==> config.mk <==
export PLATFORM = sky130hd
export DESIGN_NAME = pulse_width_meter_flat
export DESIGN_NICKNAME = d
export VERILOG_FILES = /design/src/rtl/pulse_width_meter_if.sv /design/src/rtl/pulse_width_meter.sv /design/src/flat_wrapper.sv
export SDC_FILE = /design/constraint.sdc
export NUM_CORES = 1
export LEC_CHECK = 0
export CAP_MARGIN = 20
export CORE_AREA = 2 2 128 130
export DETAILED_ROUTE_END_ITERATION = 8
export DIE_AREA = 0 0 130 132
export GPL_TIMING_DRIVEN = 0
export PLACE_DENSITY_LB_ADDON = 0.2
export SYNTH_ARGS = -nofsm -noshare
export SYNTH_HDL_FRONTEND = slang
export SYNTH_SLANG_ARGS = --single-unit
==> constraint.sdc <==
create_clock -name clk -period 6.4 [get_ports clk]
set_clock_uncertainty 0.05 [all_clocks]
set_input_delay 1.28 -clock clk [delete_from_list [all_inputs] [get_ports clk]]
set_output_delay 1.28 -clock clk [all_outputs]
set_load 0.05 [all_outputs]
==> src/rtl/pulse_width_meter_if.sv <==
// Result read channel of the pulse width meter.
//   m_valid   : a record sits at the FIFO head
//   m_ready   : consumer takes the head record this cycle
//   m_width   : pulse width in clock cycles, saturating
//   m_timeout : record was closed by the timeout rather than a trailing edge
// master = meter side, slave = consumer side.
interface pulse_width_meter_if #(
    parameter int CNT_W = 16
);
    logic             m_valid;
    logic             m_ready;
    logic [CNT_W-1:0] m_width;
    logic             m_timeout;

    modport master (output m_valid, m_width, m_timeout, input m_ready);
    modport slave  (input m_valid, m_width, m_timeout, output m_ready);
endinterface

==> src/rtl/pulse_width_meter.sv <==
// Pulse width meter: synchronises an asynchronous probe net, detects pulses
// that leave and return to IDLE_LEVEL, measures their width in clock cycles
// and queues {width, timeout} records in a small FIFO.
//   clk, rst_n  : clock, asynchronous active-low reset
//   enable      : arms the meter; dropping it aborts a pulse in progress
//   sig_in      : asynchronous probe input
//   timeout     : maximum pulse width in cycles, 0 = no timeout
//   m           : valid/ready result channel (master side)
//   pulse_count : records pushed since reset, wraps
//   overflow    : sticky, a record was dropped on a full FIFO
module pulse_width_meter #(
    parameter int CNT_W       = 16,
    parameter int SYNC_STAGES = 2,
    parameter int FIFO_DEPTH  = 4,
    parameter bit IDLE_LEVEL  = 1'b0
) (
    input  logic             clk,
    input  logic             rst_n,
    input  logic             enable,
    input  logic             sig_in,
    input  logic [CNT_W-1:0] timeout,
    pulse_width_meter_if.master m,
    output logic [CNT_W-1:0] pulse_count,
    output logic             overflow
);
    localparam int AW = $clog2(FIFO_DEPTH);
    localparam logic [AW:0] FULL_CNT = (AW+1)'(FIFO_DEPTH);

    typedef struct packed {
        logic [CNT_W-1:0] width;
        logic             to;
    } rec_t;

    typedef enum logic [1:0] {DISARMED, WAIT_IDLE, ARMED, PULSE} state_t;

    // ---------------- input synchroniser ----------------
    logic [SYNC_STAGES-1:0] sync_q;
    logic                   active;

    always_ff @(posedge clk or negedge rst_n) begin
        if (!rst_n) sync_q <= {SYNC_STAGES{IDLE_LEVEL}};
        else        sync_q <= {sync_q[SYNC_STAGES-2:0], sig_in};
    end

    assign active = (sync_q[SYNC_STAGES-1] != IDLE_LEVEL);

    // ---------------- measurement FSM ----------------
    state_t           state_q, state_d;
    logic [CNT_W-1:0] cnt_q, cnt_d;
    logic             push;
    rec_t             push_rec;

    always_ff @(posedge clk or negedge rst_n) begin
        if (!rst_n) begin
            state_q <= DISARMED;
            cnt_q   <= '0;
        end else begin
            state_q <= state_d;
            cnt_q   <= cnt_d;
        end
    end

    always_comb begin
        state_d  = state_q;
        cnt_d    = cnt_q;
        push     = 1'b0;
        push_rec = '{width: cnt_q, to: 1'b0};
        if (!enable) begin
            state_d = DISARMED;
            cnt_d   = '0;
        end else begin
            unique case (state_q)
                DISARMED:  state_d = WAIT_IDLE;
                // Only arm once the net is idle, so a pulse already in
                // flight when enabled is never measured short.
                WAIT_IDLE: if (!active) state_d = ARMED;
                ARMED: begin
                    if (active) begin
                        state_d = PULSE;
                        cnt_d   = CNT_W'(1);
                    end
                end
                PULSE: begin
                    // Trailing edge wins over a timeout on the same cycle.
                    if (!active) begin
                        push    = 1'b1;
                        state_d = ARMED;
                    end else if (timeout != '0 && cnt_q == timeout) begin
                        push     = 1'b1;
                        push_rec = '{width: timeout, to: 1'b1};
                        state_d  = WAIT_IDLE;
                    end else if (cnt_q != '1) begin
                        cnt_d = cnt_q + CNT_W'(1);
                    end
                end
                default: state_d = DISARMED;
            endcase
        end
    end

    // ---------------- result FIFO ----------------
    rec_t          mem [FIFO_DEPTH];
    logic [AW-1:0] wr_ptr_q, rd_ptr_q;
    logic [AW:0]   count_q, count_d;
    rec_t          head_q, head_d;
    logic          pop, push_ok, full;

    assign pop     = m.m_valid & m.m_ready;
    assign full    = (count_q == FULL_CNT);
    // A pop on a full FIFO frees the slot the push needs.
    assign push_ok = push & (~full | pop);

    always_comb begin
        count_d = count_q;
        if (push_ok && !pop)      count_d = count_q + 1'b1;
        else if (!push_ok && pop) count_d = count_q - 1'b1;
    end

    // Head register: follows the next entry on a pop, takes the pushed
    // record when it lands in an empty (or emptying) FIFO, holds otherwise.
    always_comb begin
        head_d = head_q;
        if (pop) begin
            if (count_q > 1)  head_d = mem[rd_ptr_q + AW'(1)];
            else if (push_ok) head_d = push_rec;
        end else if (count_q == '0 && push_ok) begin
            head_d = push_rec;
        end
    end

    always_ff @(posedge clk) begin
        if (push_ok) mem[wr_ptr_q] <= push_rec;
    end

    always_ff @(posedge clk or negedge rst_n) begin
        if (!rst_n) begin
            wr_ptr_q    <= '0;
            rd_ptr_q    <= '0;
            count_q     <= '0;
            head_q      <= '0;
            pulse_count <= '0;
            overflow    <= 1'b0;
        end else begin
            count_q <= count_d;
            head_q  <= head_d;
            if (push_ok) begin
                wr_ptr_q    <= wr_ptr_q + AW'(1);
                pulse_count <= pulse_count + CNT_W'(1);
            end
            if (pop)               rd_ptr_q <= rd_ptr_q + AW'(1);
            if (push && !push_ok)  overflow <= 1'b1;
        end
    end

    assign m.m_valid   = (count_q != '0);
    assign m.m_width   = head_q.width;
    assign m.m_timeout = head_q.to;
endmodule

==> src/flat_wrapper.sv <==
// flat-port wrapper written by rule: the top's interface ports become plain ports
module pulse_width_meter_flat 
#(
    parameter int CNT_W       = 16,
    parameter int SYNC_STAGES = 2,
    parameter int FIFO_DEPTH  = 4,
    parameter bit IDLE_LEVEL  = 1'b0
)
  (clk, rst_n, enable, sig_in, timeout, pulse_count, overflow, m_m_valid, m_m_width, m_m_timeout, m_m_ready);
  pulse_width_meter_if #(.CNT_W(CNT_W)) m_i ();
  input  logic clk;
  input  logic rst_n;
  input  logic enable;
  input  logic sig_in;
  input  logic [CNT_W-1:0] timeout;
  output logic [CNT_W-1:0] pulse_count;
  output logic overflow;
  output wire logic [$bits(m_i.m_valid)-1:0] m_m_valid;
  output wire logic [$bits(m_i.m_width)-1:0] m_m_width;
  output wire logic [$bits(m_i.m_timeout)-1:0] m_m_timeout;
  input wire logic [$bits(m_i.m_ready)-1:0] m_m_ready;
  assign m_m_valid = m_i.m_valid;
  assign m_m_width = m_i.m_width;
  assign m_m_timeout = m_i.m_timeout;
  assign m_i.m_ready = m_m_ready;
  pulse_width_meter #(.CNT_W(CNT_W), .SYNC_STAGES(SYNC_STAGES), .FIFO_DEPTH(FIFO_DEPTH), .IDLE_LEVEL(IDLE_LEVEL)) u_core (.clk(clk), .rst_n(rst_n), .enable(enable), .sig_in(sig_in), .timeout(timeout), .m(m_i), .pulse_count(pulse_count), .overflow(overflow));
endmodule
# ---- Word level (Yosys, flattened, before mapping)
# Memory sizes are Yosys's and may differ from the RTL's.
# Cells that the tools add are included.
dict set report word_totals {
  register_bits 61
  ram_bits 68
  inputBits 21
  out_inout_bits 35
  wordCells 80
  n_memories 1
}
dict set report classes {
  addsub 6
  n_lt_le_gt_ge 1
  eq_ne 14
  mux 28
  bitwise 4
  reduce_logical 16
}
# name words word_bits read_ports rd_clocked_by_memory_dff wr line
set memory_table {}
lappend memory_table {u_core.mem 4 17 1 0 1 pulse_width_meter.sv:102} ;# rec_t mem [FIFO_DEPTH];
# operator count
set ops {}
lappend ops {{2-to-1 mux 17 bit} 8}
lappend ops {{2-to-1 mux 16 bit} 5}
lappend ops {{adder 16 x 1 -> 16 bit, second input constant} 2}
lappend ops {{one-hot mux 16 bit (2 select lines)} 1}
lappend ops {{== test 16 bit} 1}
lappend ops {{inequality test 16 bit, second input constant} 1}
lappend ops {{nonzero test 16 bit} 1}
lappend ops {{2-to-1 mux 2 bit} 5}
lappend ops {{inequality test 3 x 2 -> 1 bit, second input constant} 3}
lappend ops {{inequality test 3 bit, second input constant} 3}
lappend ops {{one-hot mux 2 bit (4 select lines)} 1}
lappend ops {{2-to-1 mux 1 bit} 6}
lappend ops {{2-to-1 mux 3 bit} 2}
lappend ops {{logical AND 1 bit} 5}
lappend ops {{AND reduction 5 bit} 1}
lappend ops {{adder 2 x 1 -> 2 bit, second input constant} 2}
lappend ops {{== test 2 bit, second input constant} 2}
lappend ops {{inequality test 4 bit, second input constant} 1}
lappend ops {{nonzero test 2 bit} 2}
lappend ops {{adder 3 x 1 -> 3 bit, second input constant} 1}
lappend ops {{== test 3 bit, second input constant} 1}
lappend ops {{greater-than comparator 3 x 1 -> 1 bit, second input constant} 1}
lappend ops {{logical NOT 3 bit} 1}
lappend ops {{inequality test 3 x 1 -> 1 bit, second input constant} 1}
lappend ops {{other kinds (10)} 12}

# ---- Depth between registers and ports, before layout
dict set report depth {
  depth_word 11
  ltp_mapped 10
  mapped_depth_nobuf 8
}

# ---- Worst setup path before layout
# OpenSTA, ideal clock, no wires.
dict set report synth_timing {
  path_kind {input to register}
  startpoint {input timeout[10]}
  endpoint {memory u_core.mem[0][0] (netlist name) (enable)}
  setup_ns 0.375
  arrival_ns 3.002
  required_time_ns 5.975
  slack_ns 2.973
  cell_stages 7
  path_buffers 1
  path_cell_list {xor2_1 nor4_1 and4_4 a21oi_1 nor2_1 buf_2 and2_1}
}
dict set report synth_via {
  elab_chain_cells 9
  elab_cells_between_ends 10
  classes_between {eq/ne (1); mux (6); bitwise (1); reduce/logical (2)}
}
# item line
set synth_lines {}
lappend synth_lines {{start: declaration} flat_wrapper.sv:15} ;# input logic [CNT_W-1:0] timeout;
lappend synth_lines {{== test 16 bit or nonzero test 16 bit (tied branches)} pulse_width_meter.sv:88} ;# end else if (timeout != '0 && cnt_q == timeout) begin
lappend synth_lines {{logical AND 1 bit (*)} pulse_width_meter.sv:88}
lappend synth_lines {{2-to-1 mux 1 bit (*)} pulse_width_meter.sv:88}
lappend synth_lines {{2-to-1 mux 1 bit (*)} pulse_width_meter.sv:85} ;# if (!active) begin
lappend synth_lines {{2-to-1 mux 1 bit (*)} pulse_width_meter.sv:72} ;# unique case (state_q)
lappend synth_lines {{2-to-1 mux 1 bit (*)} pulse_width_meter.sv:68} ;# if (!enable) begin
lappend synth_lines {{AND 1 bit (*)} pulse_width_meter.sv:111} ;# assign push_ok = push & (~full | pop);
lappend synth_lines {{2-to-1 mux 1 bit (*)} pulse_width_meter.sv:132} ;# if (push_ok) mem[wr_ptr_q] <= push_rec;
lappend synth_lines {{2-to-1 mux 1 bit (not written as such) (*)} pulse_width_meter.sv:132}
lappend synth_lines {{end: declaration} pulse_width_meter.sv:102}
# Mark *: on every way between the ends. The rest lies on a longest branch, timed or not.

# ---- Final worst setup path
dict set report layout_timing {
  startpoint {input timeout[10]}
  endpoint {memory u_core.mem[1][10] (netlist name) (enable)}
}
# The elaborated chain is that of the path after synthesis.

==> key figures <==
Status
  • Status: finished clean

Setup path
  • Crit Path Class: in -> reg
  • Startpoint type of the worst setup path: input port
  • R2R setup slack: 3030 ps
  • Worst Path Arrival: 4220 ps
  • CP Data Required Time: 6380 ps
  • CP Capture Type: flip-flop
  • Crit Path Max Fanout: 17

Drt
  • Vias per Instance: 5.07
  • Drt wl/cell: 17.4 um
  • Via count: 3888
  • 1st-iter DRT viols: 311
  • Antenna Violating Nets Remaining: 0
  • WL final: 13.4 mm
  • Post-route DRC violation count: 0
  • Drt first pass iters: 4

Timing
  • Setup Total Neg Slack: 0 ps
  • Period utilization: 0.663
  • Final Hold Slack: 310 ps
  • Max-slew violations: 0
  • Highest Clock Rate: 0.236 GHz
  • RSZ-0062 raised after global routing: no
  • Fin crit period: 4250 ps
  • Worst slew margin: 0.363
  • Final setup viols: 0
  • Worst setup margin: 2150 ps
  • Slew @ Worst Pin: 956 ps
  • Final Hold Vio Count: 0

Power and ir drop
  • Comb pwr share: 0.292
  • Leakage: 2.81 nW
  • PD cells: 377 nW/um^2
  • Clock share of power: 0.343
  • Seq pwr share: 0.365
  • Switching Share: 0.323
  • Worst vdd ir: 0.000200 V
  • Total internal power: 1.90 mW
  • Sw Pwr: 0.908 mW

Placement
  • GP Congestion: 0.767
  • Pre-CTS setup slack: 1630 ps
  • IO buf count: 55
  • DP Wirelength: 8.96 mm

Logic synthesis
  • Synth area leader: edfxtp_1
  • EDFF count, synth: 68
  • Syn Std Cell Area: 6020 sq um
  • Most used DFF post-synth: edfxtp_1
  • Yosys top cell area share: 0.339
  • Synth Warn #: 0
  • Asr flop ratio synth: 0.473
  • Mapped Nets: 495
  • Mapped Cells: 464
  • Flip-flop and latch count after synthesis: 129
  • Seq/Total Area, Yosys: 0.593
  • Synth top area cells: edfxtp_1 34%, dfrtp_1 25%, mux4_2 6.4%
  • Synth unique cells: 53
  • Syn_area_per_cell: 13.0 sq um

Job
  • Max cap viols: 0

Clock tree
  • Cts hold-fix bufs: 0
  • Clock slew at reported path FFs: 50 ps
  • CTS Buf Count: 17
  • CTS Root Cell: clkbuf_16
  • H-tree depth: 4
  • Post-CTS setup buffers: 0
  • Clk sinks: 129
  • CTS tree: done
  • CTS max path bufs: 2
  • Worst skew pair latency: 410 ps
  • # resized after CTS: 0

Global routing
  • First-pass GRT wire length: 21.6 mm
  • Met1 Use GR: 0.231
  • GRT busiest layer: met2
  • GRT Overall Usage: 0.166
  • Largest net degree at the start of global routing: 62
  • Met2 usage in global routing: 0.254
  • GR Overflow Total: 0
  • Initial antenna violation count: 0
  • Met3 usage: 0.0365
  • Vias in the first global route: 4046

Floorplanning
  • Initial Util: 0.383
  • I/O Pins: 56
  • Die width: 130 um
  • Die H: 132 um
  • Rows: 46
  • Placeable Area: 15700 sq um
  • Die area: 17200 sq um

Final layout
  • Share of layout cells above drive strength 1: 0.143
  • Antenna cells: 0
  • Area grow syn2layout: 23.6%
  • Fill cell count: 1410
  • Nets: 569

Hold path
  • Worst Hold Class: reg -> reg
## stage by stage
step / instances / area (sq um) / power (mW) / utilization
CTS: 767 / 7440 / 2.84 / 0.473
global route: 767 / 7440 / 2.94 / 0.473
finish: 767 / 7440 / 2.81 / 0.473
detailed placement: 735 / 6840 / 1.87 / 0.435
global placement: 735 / 6840 / 1.86 / 0.435
floorplan: 464 / 6020 / 1.61 / -
## final cells by class
type / instances / area, sq um / area share
plain buffers: 40 / 220 / 0.0296
clock buffers: 23 / 498 / 0.0669
clock inverters: 9 / 104 / 0.0140
inverters: 12 / 45.0 / 0.00605
multi-input cells: 283 / 2190 / 0.294
flip-flops and latches: 129 / 3570 / 0.480
well taps: 216 / 270 / 0.0363
repair buffers: 55 / 548 / 0.0737
## synth_stat cells (8+ instances only)
library cell	instances
a21oi_1	32
and2_1	8
clkbuf_1	26
dfrtp_1	61
edfxtp_1	68
ha_1	10
inv_1	12
mux2i_1	17
mux4_2	17
nand2_1	22
nand3_1	14
nand4_1	8
nor2_1	33
nor4_1	10
xnor2_1	14
xor2_1	25
## worst paths after layout
check | to | from | cells past startpoint
worst max-delay path | u_core.mem[1][10]$_DFFE_PP_ | timeout[10] | 8
worst min-delay path | u_core.sync_q[1]$_DFF_PN0_ | u_core.sync_q[0]$_DFF_PN0_ | 0
worst max register to register | u_core.mem[1][10]$_DFFE_PP_ | u_core.cnt_q[10]$_DFFE_PN0P_ | 7
worst min register to register | u_core.sync_q[1]$_DFF_PN0_ | u_core.sync_q[0]$_DFF_PN0_ | 0
max in group asynchronous | u_core.m.m_width[11]$_DFFE_PN0P_ | rst_n | 1
min in group asynchronous | u_core.count_q[0]$_DFFE_PN0P_ | rst_n | 1
## cells in the final DEF, fill, tap and decap left out, drive strengths merged, types with 3 or more instances in the layout
master / synthesis / routed
a21o: 4 / 4
a21oi: 33 / 33
a22o: 3 / 3
a31oi: 3 / 3
and2: 9 / 9
and3: 5 / 5
buf: 14 / 15
clkbuf: 26 / 49
clkdlybuf4s50: 0 / 54
clkinv: 0 / 3
clkinvlp: 0 / 4
dfrtp: 61 / 61
edfxtp: 68 / 68
ha: 10 / 10
inv: 12 / 12
mux2i: 17 / 17
mux4: 17 / 17
nand2: 23 / 23
nand3: 14 / 14
nand4: 8 / 8
nor2: 33 / 33
nor3: 11 / 11
nor4: 11 / 11
o21a: 4 / 4
o21ai: 9 / 9
o31ai: 4 / 4
or4: 4 / 4
xnor2: 14 / 14
xor2: 25 / 25
## registers in the layout, indices dropped and copies added, names as in the netlist
register,cells
u_core.overflow,1
u_core.sync_q,2
u_core.rd_ptr_q,2
u_core.m.m_timeout,1
u_core.state_q,2
u_core.pulse_count,16
u_core.m.m_width,16
u_core.mem,68
u_core.count_q,3
u_core.wr_ptr_q,2
u_core.cnt_q,16
## power groups by stage
stage / logic, mW / registers (mW) / clock network, mW
finish: 0.821 / 1.02 / 0.961
global route: 0.889 / 1.04 / 1.02
CTS: 0.836 / 1.03 / 0.979
detailed placement: 0.833 / 1.04 / 0
global placement: 0.823 / 1.04 / 0
floorplan: 0.385 / 1.22 / 0
## logic make-up (layout without fill, tap and decap cells)
logic type / after synthesis / after routing / share of synthesized area
xor gates and xnor gates: 39 / 39 / 0.0567
adders and majority gates: 10 / 10 / 0.0208
AOI/OAI and AO/OA: 71 / 71 / 0.0763
muxes: 34 / 34 / 0.0919
and+or+nand+nor: 129 / 129 / 0.117
DFF: 129 / 129 / 0.593
buffers and inverters: 52 / 139 / 0.0441
## layer usage
metal  part of all wire  vias to the layer above  routed length, um
li1                   -                     1846                  -
met1               0.46                     1935               6130
met2               0.48                       92               6360
met3              0.050                       15                671
met4              0.014                        0                188
met5                  0                        -                  0
## critical path, stage by stage
cell and delay [ps]:
clkdlybuf4s50_1 460, xor2_1 190, nor4_1 480, and4_4 370
a21oi_1 190, nor2_1 210, buf_2 240, and2_1 790
Power figures use the tool's default switching activity.
